File: src/rtl/fpadd_sched_pkg.sv
// fpadd_sched_pkg: shared types and constants for the FP-adder scheduler.
//   W        operand/result width (IEEE-754 single precision)
//   state_e  scheduler FSM states
//   owner_t  tag naming which requester owns the in-flight operation
package fpadd_sched_pkg;

    localparam int W = 32;

    typedef enum logic [1:0] {
        IDLE = 2'd0,
        EXEC = 2'd1,
        RESP = 2'd2
    } state_e;

    typedef logic owner_t;

endpackage

File: src/rtl/fpadd_sched_if.sv
// fpadd_sched_if: bundles the client request/response channels, the shared
// datapath operands/result and the status/debug signals of fpadd_sched.
//   slave  modport: the scheduler side
//   master modport: the client/datapath side (testbench or parent logic)
//
// Handshake rule for every channel: a transfer happens in a cycle where
// valid && ready are both high at the rising clock edge. The payload is
// sampled only in that cycle. Before ready the source may change or drop
// its payload freely. Once the scheduler raises resp*_valid, it holds valid
// and resp_sum until the matching resp*_ready is seen.
interface fpadd_sched_if;
    import fpadd_sched_pkg::*;

    logic         req0_valid;
    logic         req0_ready;
    logic [W-1:0] req0_a;
    logic [W-1:0] req0_b;
    logic         req1_valid;
    logic         req1_ready;
    logic [W-1:0] req1_a;
    logic [W-1:0] req1_b;
    logic         resp0_valid;
    logic         resp0_ready;
    logic         resp1_valid;
    logic         resp1_ready;
    logic [W-1:0] resp_sum;
    logic [W-1:0] dp_a;
    logic [W-1:0] dp_b;
    logic [W-1:0] dp_res;
    logic         busy;
    logic [1:0]   state;     // debug view of the scheduler FSM

    modport slave (
        input  req0_valid, req0_a, req0_b,
        input  req1_valid, req1_a, req1_b,
        input  resp0_ready, resp1_ready, dp_res,
        output req0_ready, req1_ready,
        output resp0_valid, resp1_valid, resp_sum,
        output dp_a, dp_b, busy, state
    );

    modport master (
        output req0_valid, req0_a, req0_b,
        output req1_valid, req1_a, req1_b,
        output resp0_ready, resp1_ready, dp_res,
        input  req0_ready, req1_ready,
        input  resp0_valid, resp1_valid, resp_sum,
        input  dp_a, dp_b, busy, state
    );

endinterface

File: src/rtl/fpadd_rr_arb2.sv
// fpadd_rr_arb2: combinational two-way round-robin grant.
//   req0, req1  request lines
//   rr_last     requester that won the previous grant
//   gnt0, gnt1  one-hot (or zero) grant
// With both requesting, the requester that did not win last time is granted.
module fpadd_rr_arb2
    import fpadd_sched_pkg::*;
(
    input  logic   req0,
    input  logic   req1,
    input  owner_t rr_last,
    output logic   gnt0,
    output logic   gnt1
);

    assign gnt0 = req0 && (!req1 || (rr_last == 1'b1));
    assign gnt1 = req1 && (!req0 || (rr_last == 1'b0));

endmodule

File: src/rtl/fpadd_sched.sv
// fpadd_sched: shares one combinational FP adder between two requesters.
//   clk, rst_n  clock, asynchronous active-low reset
//   bus         fpadd_sched_if.slave: request channels, response channels,
//               datapath operands/result, busy and debug state
// Parameter DP_LAT (1..15) is the number of cycles the datapath is given to
// settle; the operands are held constant for that whole window so the adder
// can be constrained as a multicycle path.
module fpadd_sched
    import fpadd_sched_pkg::*;
#(
    parameter int DP_LAT = 3
) (
    input  logic          clk,
    input  logic          rst_n,
    fpadd_sched_if.slave  bus
);

    localparam logic [1:0] S_IDLE = IDLE;
    localparam logic [1:0] S_EXEC = EXEC;
    localparam logic [1:0] S_RESP = RESP;

    // The counter is loaded with DP_LAT-1 so the capture lands on the last
    // EXEC cycle; DP_LAT=1 loads 0 and captures on the first EXEC cycle.
    localparam logic [3:0] CNT_INIT = 4'(DP_LAT - 1);

    logic [1:0]   state;
    owner_t       rr_last;
    owner_t       owner;
    logic [3:0]   cnt;
    logic [W-1:0] op_a;
    logic [W-1:0] op_b;
    logic [W-1:0] res_q;

    logic gnt0;
    logic gnt1;
    logic ready0;
    logic ready1;
    logic accept;
    logic resp_take;

    fpadd_rr_arb2 u_arb (
        .req0    (bus.req0_valid),
        .req1    (bus.req1_valid),
        .rr_last (rr_last),
        .gnt0    (gnt0),
        .gnt1    (gnt1)
    );

    assign ready0    = (state == S_IDLE) && gnt0;
    assign ready1    = (state == S_IDLE) && gnt1;
    assign accept    = ready0 || ready1;
    assign resp_take = (owner == 1'b1) ? bus.resp1_ready : bus.resp0_ready;

    always_ff @(posedge clk or negedge rst_n) begin
        if (!rst_n) begin
            state   <= S_IDLE;
            rr_last <= 1'b1;
            owner   <= 1'b0;
            cnt     <= 4'd0;
            op_a    <= '0;
            op_b    <= '0;
            res_q   <= '0;
        end else begin
            case (state)
                S_IDLE: begin
                    if (accept) begin
                        // ready1 alone identifies the winner: grants are exclusive
                        op_a    <= ready1 ? bus.req1_a : bus.req0_a;
                        op_b    <= ready1 ? bus.req1_b : bus.req0_b;
                        owner   <= ready1;
                        rr_last <= ready1;
                        cnt     <= CNT_INIT;
                        state   <= S_EXEC;
                    end
                end
                S_EXEC: begin
                    if (cnt == 4'd0) begin
                        res_q <= bus.dp_res;
                        state <= S_RESP;
                    end else begin
                        cnt <= cnt - 4'd1;
                    end
                end
                S_RESP: begin
                    if (resp_take) begin
                        state <= S_IDLE;
                    end
                end
                default: state <= S_IDLE;
            endcase
        end
    end

    assign bus.req0_ready  = ready0;
    assign bus.req1_ready  = ready1;
    assign bus.resp0_valid = (state == S_RESP) && (owner == 1'b0);
    assign bus.resp1_valid = (state == S_RESP) && (owner == 1'b1);
    assign bus.resp_sum    = (state == S_RESP) ? res_q : '0;
    // Operand registers feed the adder directly; they only move on accept.
    assign bus.dp_a        = op_a;
    assign bus.dp_b        = op_b;
    assign bus.busy        = (state != S_IDLE);
    assign bus.state       = state;

endmodule

File: src/flat_wrapper.sv
// flat-port wrapper written by rule: the top's interface ports become plain ports
module fpadd_sched_flat import fpadd_sched_pkg::*;
#(
    parameter int DP_LAT = 3
)
  (clk, rst_n, bus_req0_valid, bus_req0_a, bus_req0_b, bus_req1_valid, bus_req1_a, bus_req1_b, bus_resp0_ready, bus_resp1_ready, bus_dp_res, bus_req0_ready, bus_req1_ready, bus_resp0_valid, bus_resp1_valid, bus_resp_sum, bus_dp_a, bus_dp_b, bus_busy, bus_state);
  fpadd_sched_if bus_i ();
  input  logic clk;
  input  logic rst_n;
  input wire logic [$bits(bus_i.req0_valid)-1:0] bus_req0_valid;
  input wire logic [$bits(bus_i.req0_a)-1:0] bus_req0_a;
  input wire logic [$bits(bus_i.req0_b)-1:0] bus_req0_b;
  input wire logic [$bits(bus_i.req1_valid)-1:0] bus_req1_valid;
  input wire logic [$bits(bus_i.req1_a)-1:0] bus_req1_a;
  input wire logic [$bits(bus_i.req1_b)-1:0] bus_req1_b;
  input wire logic [$bits(bus_i.resp0_ready)-1:0] bus_resp0_ready;
  input wire logic [$bits(bus_i.resp1_ready)-1:0] bus_resp1_ready;
  input wire logic [$bits(bus_i.dp_res)-1:0] bus_dp_res;
  output wire logic [$bits(bus_i.req0_ready)-1:0] bus_req0_ready;
  output wire logic [$bits(bus_i.req1_ready)-1:0] bus_req1_ready;
  output wire logic [$bits(bus_i.resp0_valid)-1:0] bus_resp0_valid;
  output wire logic [$bits(bus_i.resp1_valid)-1:0] bus_resp1_valid;
  output wire logic [$bits(bus_i.resp_sum)-1:0] bus_resp_sum;
  output wire logic [$bits(bus_i.dp_a)-1:0] bus_dp_a;
  output wire logic [$bits(bus_i.dp_b)-1:0] bus_dp_b;
  output wire logic [$bits(bus_i.busy)-1:0] bus_busy;
  output wire logic [$bits(bus_i.state)-1:0] bus_state;
  assign bus_i.req0_valid = bus_req0_valid;
  assign bus_i.req0_a = bus_req0_a;
  assign bus_i.req0_b = bus_req0_b;
  assign bus_i.req1_valid = bus_req1_valid;
  assign bus_i.req1_a = bus_req1_a;
  assign bus_i.req1_b = bus_req1_b;
  assign bus_i.resp0_ready = bus_resp0_ready;
  assign bus_i.resp1_ready = bus_resp1_ready;
  assign bus_i.dp_res = bus_dp_res;
  assign bus_req0_ready = bus_i.req0_ready;
  assign bus_req1_ready = bus_i.req1_ready;
  assign bus_resp0_valid = bus_i.resp0_valid;
  assign bus_resp1_valid = bus_i.resp1_valid;
  assign bus_resp_sum = bus_i.resp_sum;
  assign bus_dp_a = bus_i.dp_a;
  assign bus_dp_b = bus_i.dp_b;
  assign bus_busy = bus_i.busy;
  assign bus_state = bus_i.state;
  fpadd_sched #(.DP_LAT(DP_LAT)) u_core (.clk(clk), .rst_n(rst_n), .bus(bus_i));
endmodule
File: config.mk
export PLATFORM = sky130hd
export DESIGN_NAME = fpadd_sched_flat
export DESIGN_NICKNAME = d
export VERILOG_FILES = /design/src/rtl/fpadd_sched_pkg.sv /design/src/rtl/fpadd_sched_if.sv /design/src/rtl/fpadd_rr_arb2.sv /design/src/rtl/fpadd_sched.sv /design/src/flat_wrapper.sv
export SDC_FILE = /design/constraint.sdc
export NUM_CORES = 1
export LEC_CHECK = 0
export CORE_AREA = 2 2 86 149
export CTS_CLUSTER_DIAMETER = 40
export DETAILED_ROUTE_END_ITERATION = 10
export DIE_AREA = 0 0 88 151
export GPL_ROUTABILITY_DRIVEN = 0
export PLACE_DENSITY = 0.85
export RECOVER_POWER = 50
export SLEW_MARGIN = 20
export SYNTH_ARGS = -nofsm -noshare
export SYNTH_HDL_FRONTEND = slang
export SYNTH_HIERARCHICAL = 1
export SYNTH_SLANG_ARGS = --single-unit
File: constraint.sdc
create_clock -name clk -period 4 [get_ports clk]
set_input_delay 0.4 -clock clk [delete_from_list [all_inputs] [get_ports clk]]
set_output_delay 0.4 -clock clk [all_outputs]
set_load 0.02 [all_outputs]
# Word-level counts from Yosys, hierarchy flattened
# Cells that the tools add are included.
# op_classes
muxes,11
bitwise_logic,2
addsub,1
reduce_logical,19
n_eq_ne,6
# op_table
operator,n
$mux W32,3
$mux W4,2
$pmux W4 S2,1
$logic_and A1 B1 Y1,6
$mux W2,3
$ne A2 B1 Y1 const B,3
$pmux W2 S3,1
$reduce_and A3 Y1,2
$logic_not A4 Y1,1
$reduce_and A2 Y1,2
$reduce_bool A2 Y1,2
$sub A4 B1 Y4 const B,1
$logic_or A1 B1 Y1,3
$eq A2 B1 Y1 const B,1
$eq A2 B2 Y1 const B,1
$logic_not A1 Y1,2
$logic_not A2 Y1,1
$ne A2 B2 Y1 const B,1
$not A1 Y1,2
$mux W1,1
# totals
elab_cells,46
inputBits,166
ff_bits,104

# Logic depth before layout (Yosys ltp)
# Gate-level depths: netlist of run 1.
# logic_depth
depth_word,7
depth_mapped,7
depth_no_buf,6

# Cells and area by module
# The synthesis of run 1 kept the hierarchy.
# by_module_without_submodules
module,area_per_inst_um2,instances,cells_each
fpadd_sched,5053.6,1,441
fpadd_rr_arb2,18.8,1,3

# Least setup slack after synthesis of run 1
# Ideal clock, no wire load.
# synth_path
path_kind,input port to output port
startpoint,input bus_req1_valid
endpoint,output bus_req1_ready
setup_slack_ns,2.138
t_arrival_ns,1.462
t_required_ns,3.600
path_stages,3
n_path_buf,1
cell_sequence,a21boi_0 -> nor3b_2 -> clkbuf_1
# synth_between
elab_chain_len,2
# synth_lines
item,line_no,source
start: declaration,flat_wrapper.sv:13,input wire logic [$bits(bus_i.req1_valid)-1:0] bus_req1_valid;
$logic_and A1 B1 Y1,fpadd_rr_arb2.sv:17,assign gnt1 = req1 && (!req0 || (rr_last == 1'b0));
$logic_and A1 B1 Y1,fpadd_sched.sv:50,assign ready1 = (state == S_IDLE) && gnt1;
end: declaration,flat_wrapper.sv:20,output wire logic [$bits(bus_i.req1_ready)-1:0] bus_req1_ready;
# Every way passes these cells.

# Final worst setup path of run 1
# layout_path
startpoint,input bus_req1_valid
endpoint,output bus_req1_ready
# layout_between
elab_chain_len,2
# layout_lines
item,line_no,source
$logic_and A1 B1 Y1,fpadd_rr_arb2.sv:17,
named net u_core.gnt1,fpadd_sched.sv:35,logic gnt1;
$logic_and A1 B1 Y1,fpadd_sched.sv:50,
# The timed path passes the listed nets, and every way through them passes these cells.

==> results of run 1 <==
==> cells in the final DEF (no fill, tap or decap), drive strengths merged, types with 2 or more instances in the layout <==
cell type      count
nand2             64
clkinvlp           2
dfrtp            103
a31oi              2
nor2               4
clkdlybuf4s50    216
o21ai              3
ha                 2
buf                6
dlygate4sd3       51
nor2b              4
mux2              33
a32oi             62
inv                9
nor3b              2
and2              33
nor3               2
clkbuf            13
a21boi             2
a21o               3
a22oi             64
==> where the power goes <==
part	switching [mW]	total [mW]	internal (mW)
sequential	0.411	2.01	1.59
clock	0.387	0.829	0.442
combinational	1.48	2.96	1.48
total	2.27	5.79	3.52
==> worst max-delay path by stage <==
stage,endpoint,slack (ps),cells past startpoint
2_1_floorplan,bus_req1_ready,2140,3
3_3_place_gp,bus_req1_ready,1110,4
3_5_place_dp,bus_req1_ready,1080,4
4_1_cts,bus_req1_ready,1060,4
5_1_grt,bus_req1_ready,980,4
6_report,bus_req1_ready,1050,4
==> layer usage <==
metal  part of all wire, %  wire, um  global-route usage [%]
met5                     0         0                       0
met4                   2.9       470                    8.38
met3                   7.6      1250                    6.27
met2                    53      8760                    43.1
met1                    36      6000                    27.5
==> critical path, stage by stage <==
cell,delay (ps)
clkdlybuf4s50_1,480
a21boi_0,660
nor3b_4,350
clkdlybuf4s50_1,660
==> sequential cells by signal, summed over array words and instances, names as in the netlist <==
signal            cells
u_core/bus.dp_b      32
u_core/bus.dp_a      32
u_core/rr_last        1
u_core/bus.state      2
u_core/res_q         32
u_core/cnt            4
u_core/owner          1
==> cell families after synthesis <==
family	synth area share (%)
compound gates	22.4
fa+ha+maj	0.493
buf+inv	4.74
flops	51.3
mux	9.67
simple gates	11.4
==> layout make-up <==
| class | count | area, um^2 |
|---|---|---|
| Timing Repair Buffer | 274 | 2720 |
| Inverter | 8 | 30.0 |
| Sequential cell | 104 | 2600 |
| Fill cell | 899 | 3920 |
| Clock inverter | 4 | 28.8 |
| Tap cell | 165 | 206 |
| Multi-Input combinational cell | 292 | 2240 |
| Clock buffer | 12 | 246 |
==> metrics.cfg, run 1 <==
[outcome]
status=complete, but fails checks
violations=capacitance limit, slew limit

[drt]
drt-pass1-iter-count=6
avgViaCountPerCell=5.51
vias=4730
routedWlPerCell_um=19.2
ant_nets=0
drc=0
dr.first_iter.drc_count=229
wirelength_mm=16.5

[sta]
worst_hold_slack_ps=503
finalCritPeriodShare_pct=73.6
setup_viol=0
tightestPinTransition_ps=1770
slew_viol_final=71
fmax_ghz=0.340
relSlewSlack_pct=-18.1
rsz0062_at_grt=false
skew_ps=12.6
fin_ws_ps=1050
period_needed_ps=2950
final_hold_viol_count=0
fin_setup_tns_ps=0

[critical_path]
cp-startpoint=bus_req1_valid
timing.rr.end=u_core/bus.dp_b[7]$_DFFE_PN0P_
crit_path_start_kind=primary input
worst_r2r_path_depth=5
worstPathRequired_ps=3600
critPathMaxFanout=5
r2r_slack_ps=1550
worst-setup-path-type=primary input to primary output
crit_path_end_kind=primary output
r2r-start=u_core/rr_last$_DFFE_PN1P_
worstPathArrival_ps=2550

[clock_network]
cts_made_buffers=9
clock_sinks=104
cts.clk_slew.worst_paths_ps=60
cts_buffer_depth=2
tritoncts=yes
cts_root_buffer=clkbuf_16
h-tree-depth=3
cts.repair.resized=0
cts_hold_buf=0
clk_latency_ps=340
cts_setup_buffers=0

[cells_and_area]
antenna_cells=0
finalNetCount=857
final_area_mm2=0.00808
drive_gt1_share_pct=9.08
final_cells=859
area_growth_pct=59.3
fin_util_pct=67.3

[grt]
grt_max_degree=71
track_usage_pct=24.2
grt_pass1_vias=4884
overflow=0
grt_pass1_wl_mm=24.9
antenna_found_initial=0

[die]
rows=53
dieHeight_um=151
initial_core_util_pct=42.3
die_w_um=88
core_area_mm2=0.0120
die_area_mm2=0.0133
io_pins=269

[logic_synthesis]
async_flop_share_pct=100
yosysMostFrequentCell=dfrtp_1
synth.area.top_cells=dfrtp_1, a32oi_1, a22oi_1
postSynthAreaPerCell_um2=11.4
yosysWarnings=6
yosysUniqueCellTypes=37
ys_top_cells_by_count=dfrtp_1, a22oi_1, nand2_1
seq_area_frac_synth_pct=51.3
synth.top_cell.area_share_pct=50.8
synth_top_cell_by_area=dfrtp_1
ys_seq_elements=104
synthCells=444
synth_enable_flop_cells=0
syn_nets=612
ys.flop_type=dfrtp_1
syn_area_mm2=0.00507

[hold_path]
hold_class=flop to flop
min_from=u_core/bus.dp_b[0]$_DFFE_PN0P_
whs_path_depth=2
hold_end=u_core/bus.dp_b[0]$_DFFE_PN0P_

[pwr]
leakage_nw=3.31
ir_drop_uv=509
powerDensity_mw_per_mm2=717
total_power_mw=5.79

[placed_design]
portBuffers=268
place_area_mm2=0.00781
dp_cells=843
post-place-ws_ps=1080
dp_hpwl_mm=11.7

[run]
drv_cap=1

Note: power is estimated with default switching activity, not from simulation.
==> inputs of run 2 (changes only) <==
CORE_AREA = 2 2 89 154   (was 2 2 86 149)
DIE_AREA = 0 0 91 156   (was 0 0 88 151)
PLACE_DENSITY = 0.8   (was 0.85)
clock period = 2.97 ns   (was 4 ns; I/O delays follow)
==> run 2 against run 1 <==
Against the previous run:
- the run now ends clean
- sequential power rose by 33%
- first-iteration DRC count fell by 5.2%
- non-clock buffer count rose by 3
- total power rose by 36%
- via count did not move
- global-route usage fell by 1.7 points
- critical endpoint is now bus_resp_sum[11]
- largest cell class unchanged
- largest power group unchanged
- highest routed layer unchanged
==> metrics.cfg, run 2 (synthesis gave the netlist of run 1 again) <==
[grt]
grt_pass1_wl_mm=25.8  ; +3.7%
grt_max_degree=67  ; -5.6%
overflow=0  ; unchanged
antenna_found_initial=0  ; unchanged
grt_pass1_vias=5072  ; +3.8%
track_usage_pct=22.5  ; -1.7 points

[placed_design]
dp_hpwl_mm=11.7  ; +0.38%
post-place-ws_ps=692  ; -391 ps
dp_cells=852  ; +1.1%
portBuffers=268  ; unchanged
place_area_mm2=0.00786  ; +0.71%

[cells_and_area]
area_growth_pct=60.5
final_area_mm2=0.00814  ; +0.76%
regArea_mm2=0.00260  ; unchanged
fillers=1075  ; +20%
antenna_cells=0  ; unchanged
final_common_cell=clkdlybuf4s50_1
final_cells=868  ; +1.0%
finalNetCount=860  ; +0.35%
multi_input_area_mm2=0.00224  ; unchanged
drive_gt1_share_pct=9.61  ; +0.53 points
layout_common_cells=clkdlybuf4s50_1, dfrtp_1, nand2_1, a22oi_1, a32oi_1
fin_util_pct=62.9  ; -4.4 points

[clock_network]
clock_sinks=104  ; unchanged
cts.repair.resized=0  ; unchanged
clk_latency_ps=340  ; about the same
cts_hold_buf=0  ; unchanged
cts_buffer_depth=2  ; unchanged
cts_root_buffer=clkbuf_16
h-tree-depth=3  ; unchanged
tritoncts=yes
cts.clk_slew.worst_paths_ps=70  ; about the same
cts_setup_buffers=0  ; unchanged
cts_made_buffers=9  ; unchanged

[die]
core_area_mm2=0.0129  ; +7.8%
die_w_um=91  ; +3.4%
die_area_mm2=0.0142  ; +6.8%
io_pins=269  ; unchanged
rows=55  ; +3.8%
initial_core_util_pct=39.2  ; -3.1 points
dieHeight_um=156  ; +3.3%

[critical_path]
worstPathRequired_ps=2670  ; -930 ps
worstPathArrival_ps=2150  ; -400 ps
cp-startpoint=u_core/bus.state[0]$_DFFE_PN0P_
worst-setup-path-type=flop to primary output
crit_path_start_kind=flop
crit_path_end_kind=primary output
r2r-start=u_core/cnt[0]$_DFFE_PN0P_
critPathMaxFanout=33  ; +28

[sta]
relSlewSlack_pct=9.47  ; +28 points
worst_hold_slack_ps=255  ; -247 ps
period_needed_ps=2450
fin_ws_ps=518  ; -536 ps
fmax_ghz=0.408
tightestPinTransition_ps=1360  ; -413 ps
fin_setup_tns_ps=0  ; unchanged
final_hold_viol_count=0  ; unchanged
finalCritPeriodShare_pct=82.6
skew_ps=8.59  ; -3.99 ps
setup_viol=0  ; unchanged
rsz0062_at_grt=false
slew_viol_final=0  ; -100%

[pwr]
leakage_nw=3.34  ; +0.88%
total_power_mw=7.86  ; +36%
ir_drop_uv=700  ; +38%
powerDensity_mw_per_mm2=966  ; +35%

[outcome]
status=finished, final reports clean

[hold_path]
hold_class=primary input to asynchronous set/reset pin

[drt]
vias=4730  ; unchanged
drt-pass1-iter-count=5  ; -1
avgViaCountPerCell=5.45  ; -1.0%
dr.first_iter.drc_count=217  ; -5.2%
ant_nets=0  ; unchanged
wirelength_mm=16.3  ; -1.0%
drc=0  ; unchanged
routedWlPerCell_um=18.8  ; -2.0%

[run]
drv_cap=0  ; -1

-- run 2: routing by layer --
| layer | wire length [um] | GRT usage (%) |
|---|---|---|
| met1 | 5860 | 25.0 |
| met2 | 8810 | 40.6 |
| met3 | 1160 | 6.33 |
| met4 | 492 | 8.51 |
| met5 | 0 | 0 |
-- run 2: final cells by class --
type                       count  share of cell area (%)
clock buffer                  10                    2.81
timing repair buffer         277                    33.8
multi-input combinational    292                    27.5
inverter                       8                   0.369
sequential                   104                    32.0
clock inverter                 6                   0.830
tap                          171                    2.63
-- run 2: critical path, cell delays in order (launching register included) --
cell and delay (ps):
dfrtp_1 540, nor2b_1 180, buf_4 290, and2_1 180, clkdlybuf4s50_1 630
-- run 2: path summary, 6_finish.rpt --
kind                                                   endpoint  slack, ps  cells past startpoint
worst max-delay path                           bus_resp_sum[11]        520                      4
worst min-delay path               u_core/res_q[31]$_DFFE_PN0P_        260                      1
worst max register to register      u_core/res_q[2]$_DFFE_PN0P_        720                      5
worst min register to register      u_core/res_q[0]$_DFFE_PN0P_        500                      1
max in group asynchronous       u_core/bus.state[0]$_DFFE_PN0P_        790                      2
min in group clk                    u_core/res_q[0]$_DFFE_PN0P_        500                      1
-- run 2: where the power goes --
part	switching, mW	total [mW]	internal (mW)	leakage, nW
Combinational	1.97	3.98	2.01	2.03
Clock	0.539	1.20	0.659	0.139
Sequential	0.533	2.68	2.15	1.17
Total	3.04	7.86	4.82	3.34
==> inputs of run 3 (changes only) <==
CORE_AREA = 2 2 93 163   (was 2 2 89 154)
DIE_AREA = 0 0 95 165   (was 0 0 91 156)
PLACE_DENSITY = 0.76   (was 0.8)
clock period = 2.05 ns   (was 2.97 ns; I/O delays follow)
==> run 3 against run 2 <==
Against the previous run:
- final cell count grew 2.2%
- total power is 45% higher
- worst hold slack improved by 210 ps
- combinational power increased by 48%
- design area is 0.97% higher
- via count rose by 1.8%
- routed wire length rose by 3.7%
- clock-buffer cell count increased by 1
- register-to-register slack worse by 520 ps
- global-route usage is 1.7 points lower
- core utilization decreased by 5.4 points
- die area is 10% higher
==> metrics.cfg, run 3 (synthesis gave the netlist of run 1 again) <==
[placed_design]
dp_cells=869  ; +2.0%
place_area_mm2=0.00798  ; +1.5%
portBuffers=268  ; unchanged
post-place-ws_ps=-76.6  ; -769 ps
dp_hpwl_mm=12.2  ; +3.8%

[drt]
top_layer=met4
wl_met1_mm=6.24  ; +6.6%
drc=0  ; unchanged
drt-pass1-iter-count=4  ; -1
dr_wl_met3_mm=1.18  ; +1.4%
routedWlPerCell_um=19.1  ; +1.5%
route.met2.wl_mm=8.96  ; +1.8%
avgViaCountPerCell=5.43  ; -0.38%
ant_nets=0  ; unchanged
dr.first_iter.drc_count=289  ; +33%
wirelength_mm=16.9  ; +3.7%
vias=4815  ; +1.8%

[pwr]
comb_power_share_pct=51.8  ; +1.1 points
powerDensity_mw_per_mm2=1390  ; +44%
p_clk_share_pct=14.4  ; -0.8 points
p_int_mw=6.94  ; +44%
p_seq_share_pct=33.8  ; -0.3 points
p_switching_mw=4.45  ; +46%
swShare_pct=39.1  ; +0.34 points
total_power_mw=11.4  ; +45%
ir_drop_uv=724  ; +3.4%
leakage_nw=3.57  ; +6.9%

[cells_and_area]
area_growth_pct=62.1
final_common_cell=clkdlybuf4s50_1
multi_input_area_mm2=0.00224  ; unchanged
drive_gt1_share_pct=10.3  ; +0.73 points
finalNetCount=869  ; +1.0%
final_cells=887  ; +2.2%
fin_util_pct=57.5  ; -5.4 points
regArea_mm2=0.00260  ; unchanged
final_area_mm2=0.00822  ; +0.97%
fillers=1224  ; +14%
layout_common_cells=clkdlybuf4s50_1, dfrtp_1, nand2_1, a22oi_1, a32oi_1

[die]
rows=58  ; +5.5%
dieHeight_um=165  ; +5.8%
die_w_um=95  ; +4.4%
core_area_mm2=0.0143  ; +11%
initial_core_util_pct=35.5  ; -3.7 points
io_pins=269  ; unchanged
die_area_mm2=0.0157  ; +10%

[sta]
period_needed_ps=1910
skew_ps=10.7  ; +2.13 ps
final_hold_viol_count=0  ; unchanged
fmax_ghz=0.523
slew_viol_final=0  ; unchanged
finalCritPeriodShare_pct=93.2
fin_setup_tns_ps=0  ; unchanged
relSlewSlack_pct=23.3  ; +14 points
worst_hold_slack_ps=465  ; +210 ps
setup_viol=0  ; unchanged
rsz0062_at_grt=false
fin_ws_ps=139  ; -379 ps
tightestPinTransition_ps=1150  ; -208 ps

[critical_path]
r2r-start=u_core/rr_last$_DFFE_PN1P_
critPathMaxFanout=3  ; -91%
worst_r2r_path_depth=6  ; +1
timing.rr.end=u_core/cnt[1]$_DFFE_PN0P_
worstPathArrival_ps=1710  ; -440 ps
crit_path_end_kind=primary output
r2r_slack_ps=200  ; -520 ps
worstPathRequired_ps=1850  ; -820 ps
worst-setup-path-type=flop to primary output
crit_path_start_kind=flop

[clock_network]
cts.clk_slew.worst_paths_ps=70  ; about the same
clock_sinks=104  ; unchanged
tritoncts=yes
h-tree-depth=3  ; unchanged
cts_buffer_depth=2  ; unchanged
cts_made_buffers=9  ; unchanged
cts_root_buffer=clkbuf_16
clk_latency_ps=340  ; about the same

[grt]
grt_pass1_vias=4975  ; -1.9%
overflow=0  ; unchanged
grt_max_degree=63  ; -6.0%
track_usage_pct=20.8  ; -1.7 points
antenna_found_initial=1  ; +1
grt_pass1_wl_mm=25.6  ; -0.64%

[run]
drv_cap=0  ; unchanged

[hold_path]
min_from=bus_req1_b[19]
whs_path_depth=3
hold_end=u_core/bus.dp_b[19]$_DFFE_PN0P_
hold_class=primary input to flop

[outcome]
status=finished, final reports clean

-- run 3: worst max path at each step --
stage	slack [ps]	startpoint	depth (start not counted)	endpoint
floorplan	370	u_core/rr_last$_DFFE_PN1P_	5	u_core/bus.dp_a[0]$_DFFE_PN0P_
global placement	-10	bus_req1_valid	4	bus_req1_ready
detailed placement	-80	bus_req1_valid	7	u_core/bus.dp_a[31]$_DFFE_PN0P_
CTS	20	u_core/bus.state[0]$_DFFE_PN0P_	5	bus_busy
global route	70	rst_n	3	u_core/res_q[30]$_DFFE_PN0P_
finish	140	u_core/rr_last$_DFFE_PN1P_	5	bus_req0_ready
-- run 3: routing by layer --
metal | GRT usage (%) | vias to the layer above
met3 | 3.97 | 30
li1 | - | 2201
met2 | 36.8 | 223
met5 | 0 | -
met1 | 23.9 | 2361
met4 | 9.75 | 0
-- run 3: what timing repair did --
item                                    in CTS  in global routing
hold endpoints to repair                    19                  0
setup buffers                                0                  0
hold buffers                                 1                  0
gates resized for setup                     36                  1
endpoints found under the setup margin      36                  1
pin swaps                                    0                  0
-- run 3: critical path, cell delays in order (launching register included) --
cell	delay, ps
dfstp_2	550
inv_1	40
a21boi_1	200
nand2_1	130
inv_2	80
dlygate4sd2_1	380
-- run 3: power by group through the flow --
stage	registers [mW]	clock network (mW)	logic (mW)
final	3.85	1.64	5.90
after global routing	3.98	1.77	6.34
after CTS	3.86	1.69	6.11
after detailed placement	3.88	0	6.14
after global placement	3.81	0	5.98
after floorplan	4.50	0	2.90
-- run 3: final cells by class --
| cell class | count | share of cell area (%) |
|---|---|---|
| Sequential cell | 104 | 31.7 |
| Multi-Input combinational cell | 292 | 27.3 |
| Clock buffer | 11 | 2.95 |
| Timing Repair Buffer | 286 | 34.5 |
| Inverter | 8 | 0.365 |
| Clock inverter | 5 | 0.487 |
| Antenna cell | 1 | 0.0304 |
| Tap cell | 180 | 2.74 |
==> RTL edit 1 (config.mk and constraints of run 2) <==
Change the package constant `W` from 32 to 16.
--- a/src/rtl/fpadd_sched_pkg.sv
+++ b/src/rtl/fpadd_sched_pkg.sv
@@ -4,7 +4,7 @@
 //   owner_t  tag naming which requester owns the in-flight operation
 package fpadd_sched_pkg;
 
-    localparam int W = 32;
+    localparam int W = 16;
 
     typedef enum logic [1:0] {
         IDLE = 2'd0,
Ports: changed (8 resized); port bits go from 269 to 141. No check against the original RTL was run, so the function may have changed too.
==> RTL edit 1 against run 2 <==
- the run now ends with max-capacitance violations, max-slew violations left
- routed wire length down 43%
- critical path type unchanged
- die area unchanged
- design area down 45%
- largest power group unchanged
- sequential cell count down 48
- critical path depth up 2
- largest cell class unchanged
- synthesized area down 45%
- total power down 46%
- core utilization down 28 points
- setup slack worse by 44 ps
==> RTL edit 1: results <==
[outcome]
status = finished with violations
violations = max-capacitance violations, max-slew violations

[yosys]
synthCells = 247
ys_seq_area_share_pct = 50.59
yosys-top-cells-area = dfrtp_1 50%, a32oi_1 9.5%, a22oi_1 8.7%
synthDistinctLibCells = 35
ys_top_cells_by_count = 55 x dfrtp_1, 33 x nand2_1, 32 x a22oi_1
ys_warn_count = 6
synthesis.nets = 335
synthArstFlopShare_pct = 100.0

[detailed_routing]
via_per_inst = 4.708
wl_met3_um = 643
initialDrtViolationCount = 109
routedLengthMet1_um = 3705
firstDrtPassIters = 4
dr_wl_met2_um = 4742
routedWlPerCell_um = 16.68
top_layer = met4
vias = 2613

[critical_path]
ff2ff_path_depth = 5
r2r_slack_ps = 960
r2r_start = u_core/rr_last
slowest_delay_ps = 650
r2r_end = u_core/bus.dp_a[6]
arrival_ps = 2200
cp_max_fo = 7
cpMaxStageDelayCell = clkdlybuf4s50_1

[timing]
skew_ps = 7.640
worst_pin_slew_ps = 2163
finalMaxSlewViolations = 40
setup_viol = 0

[global_routing]
grt_max_degree = 40
grt_pass1_vias = 2792
antenna_found_initial = 0
grt_usage_pct = 12.58
grt_first_pass_wirelength_um = 14330

[power]
p_leak_nw = 1.817
swShare_pct = 39.69
peakVddDrop_v = 0.0004850

[layout]
drive_gt1_share_pct = 10.42
finalNetCount = 471
fillers = 1315
antenna_cells = 0

[clock_network]
clkTransAtPathRegs_ps = 80
clkLatencyLatePin_ps = 290
htreeDepth = 2
cts_buffers = 5
cts-root-buf = clkbuf_16
cts_buffer_depth = 2
cts_resized = 0
post_cts_buffers = 0

[min_path]
worstHoldStart = u_core/res_q[3]
min_to = u_core/res_q[3]
hold_path_class = flop to flop

[run]
cap_violations = 1

[placed_design]
place_area_mm2 = 0.004354
dp_hpwl_um = 6916
placed_cells = 547
port_buffers = 140
==> RTL edit 1: logic make-up after synthesis <==
group | Yosys count | share of synthesized area [%]
AOI/OAI and AO/OA | 76 | 21.71
and+or+nand+nor | 69 | 14.08
DFF | 56 | 50.59
adders and majority gates | 2 | 0.9024
buffers and inverters | 26 | 4.242
muxes | 18 | 8.484
==> RTL edit 1: layout make-up <==
class                   instances  area, um^2  share of cell area, %
repair buffers                148        1449                  32.23
multi-input cells             165        1255                  27.92
flip-flops and latches         56        1403                  31.20
clock inverters                 3       23.77                 0.5288
clock buffers                   5       125.1                  2.783
inverters                       7       26.28                 0.5845
well taps                     171       214.0                  4.759
==> RTL edit 1: per-stage QoR <==
stage	hold slack, ps	worst slack (ps)
global route	512.5	336.4
finish	501.7	473.8
CTS	160.8	555.1
detailed placement	475.9	686.1
floorplan	1.409	1211
global placement	463.8	655.5
==> RTL edit 1: worst max-delay path by stage <==
stage,startpoint,end,slack (ps),depth (start not counted)
2_1_floorplan,u_core/bus.state[1],bus_resp_sum[10],1210,4
3_3_place_gp,bus_req1_valid,bus_req1_ready,660,5
6_report,u_core/rr_last,bus_req0_ready,470,6
5_1_grt,u_core/rr_last,bus_req0_ready,340,6
4_1_cts,u_core/bus.state[0],bus_req0_ready,560,4
3_5_place_dp,bus_req1_valid,bus_req1_ready,690,5
==> RTL edit 1: metal layers <==
layer,vias up,global-route usage [%]
li1,1207,-
met1,1267,14.27
met2,130,22.86
met3,9,3.188
met4,0,4.040
met5,-,0
==> RTL edit 1: power by group through the flow <==
stage | clock (mW) | sequential (mW) | combinational, mW
after global placement | 0 | 1.46 | 2.21
after CTS | 0.626 | 1.48 | 2.29
final | 0.596 | 1.48 | 2.21
after floorplan | 0 | 1.69 | 1.12
after detailed placement | 0 | 1.49 | 2.29
after global routing | 0.648 | 1.54 | 2.38
==> RTL edit 1: critical path, delay by kind of cell (launching register included) <==
family | cells | cell delay (ps)
and+or+nand+nor | 1 | 160
AOI/OAI and AO/OA | 1 | 130
DFF | 1 | 550
buffers and inverters | 4 | 1070
==> RTL edit 2 (config.mk and constraints of run 2) <==
Made on the original files. Make the reset (`rst_n`) synchronous in one clocked block. Comments in the files are not updated.
--- a/src/rtl/fpadd_sched.sv
+++ b/src/rtl/fpadd_sched.sv
@@ -51,7 +51,7 @@
     assign accept    = ready0 || ready1;
     assign resp_take = (owner == 1'b1) ? bus.resp1_ready : bus.resp0_ready;
 
-    always_ff @(posedge clk or negedge rst_n) begin
+    always_ff @(posedge clk) begin
         if (!rst_n) begin
             state   <= S_IDLE;
             rr_last <= 1'b1;
Function: differs if rst_n is asserted again (counterexample within 4 cycles, from zero or initial values and one cycle with rst_n low); with rst_n held inactive, the same outputs for 10 cycles.
==> RTL edit 2 against run 2 <==
- count of clock-buffer cells in the layout shrank 1
- core utilization shrank 2.2 points
- final cell count grew 7.8%
- clock skew grew 4.2 ps
- critical path depth is the same
- sequential share of layout area shrank 5.5 points
- design area shrank 3.4%
- sequential cell count is the same
- non-clock buffer count grew 1
- synthesized area shrank 6.4%
- routed wire length grew 1.0%
- setup slack lost 61 ps
- critical path type is now primary input to output pin
- critical endpoint is now bus_req1_ready
Power is not compared: it rests on default switching activity, and its combinational part moved more than twofold at a synthesized area within 25%.
==> RTL edit 2: results <==
[outcome]
status = complete, no violations

[critical_path]
arrival_ps = 2220
crit_path_start = bus_req1_valid
r2r_slack_ps = 540
cp_max_fo = 3
ff2ff_path_depth = 6
r2r_end = u_core/res_q[16]
r2r_start = u_core/cnt[0]

[clock_network]
cts-root-buf = clkbuf_16
cts_buffers = 9
htreeDepth = 3
post_cts_buffers = 0

[timing]
skew_ps = 12.84
hold_ws_ps = 471.3
worst_pin_slew_ps = 1326

[layout]
finalNetCount = 928
fillers = 1142
drive_gt1_share_pct = 4.314

[placed_design]
dp_hpwl_um = 12110
port_buffers = 268

[yosys]
ys_top_cells_by_count = 104 x dfxtp_1, 98 x a21oi_1, 65 x mux2i_1
synthesis.nets = 695
ys_seq_area_share_pct = 43.84
synthFlopType = dfxtp_1
synthDistinctLibCells = 30
yosys-top-cells-area = dfxtp_1 44%, mux2i_1 14%, a21oi_1 10%
synthArstFlopShare_pct = 0

[min_path]
hold_path_class = flop to flop
min_to = u_core/res_q[28]

[detailed_routing]
initialDrtViolationCount = 268
routedWlPerCell_um = 17.61
vias = 5007

[global_routing]
grt_first_pass_wirelength_um = 25270
grt_max_degree = 100
grt_usage_pct = 22.10
[RTL edit 2: how the worst max path moves through the flow]
stage                             to  slack (ps)  cells past startpoint
floorplan           bus_resp_sum[10]        1370                      3
global placement      bus_req1_ready         430                      4
detailed placement    bus_req1_ready         460                      4
CTS                 bus_resp_sum[28]         430                      4
global route         bus_resp0_valid         350                      4
finish                bus_req1_ready         460                      4
[RTL edit 2: critical path, cell delays in order]
cell and delay [ps]:
clkdlybuf4s50_1 500, a21boi_0 400, nor3b_4 320, clkdlybuf4s50_1 700
[RTL edit 2: final cells by class]
cell class / count / area share, %
sequential: 104 / 26.48
clock inverter: 7 / 1.098
timing repair buffer: 278 / 35.66
clock buffer: 9 / 2.864
inverter: 7 / 0.3342
tap: 171 / 2.721
multi-input combinational: 360 / 30.84
[RTL edit 2: cell families (layout without fill, tap and decap cells)]
family	count (synthesis)	in the layout	synth area share, %
buffers and inverters	63	301	5.795
adder cells (fa/ha/maj)	2	2	0.5268
AND/OR/NAND/NOR	86	86	10.46
flip-flops	104	104	43.84
multiplexers	65	65	13.70
AO/OA/AOI/OAI	207	207	25.68
[RTL edit 2: routing by layer]
layer / global-route usage, % / part of all wire [%] / routed length (um) / vias to the layer above
li1: - / - / - / 2400
met2: 39.40 / 53 / 8746 / 219
met1: 23.58 / 36 / 5966 / 2325
met4: 13.85 / 5.5 / 907 / 0
met3: 4.493 / 5.2 / 864 / 63
met5: 0 / 0 / 0 / -
[RTL edit 2: power by group]
group          switching (mW)  leakage (nW)  internal [mW]
logic                   0.914          1.91          0.740
registers               0.118         0.858           1.61
clock network           0.558         0.150          0.672
total                    1.59          2.92           3.02
[RTL edit 2: through the flow]
| step | utilization [%] | total power [mW] | std cells | area (um^2) | worst slack, ps |
|---|---|---|---|---|---|
| after floorplan | - | 2.677 | 527 | 4750 | 1367 |
| after global placement | 58.39 | 3.409 | 920 | 7555 | 427.8 |
| after detailed placement | 58.39 | 3.470 | 920 | 7555 | 457.1 |
| after CTS | 60.80 | 4.702 | 936 | 7866 | 429.6 |
| after global routing | 60.77 | 4.848 | 936 | 7863 | 346.4 |
| final | 60.77 | 4.609 | 936 | 7863 | 457.6 |
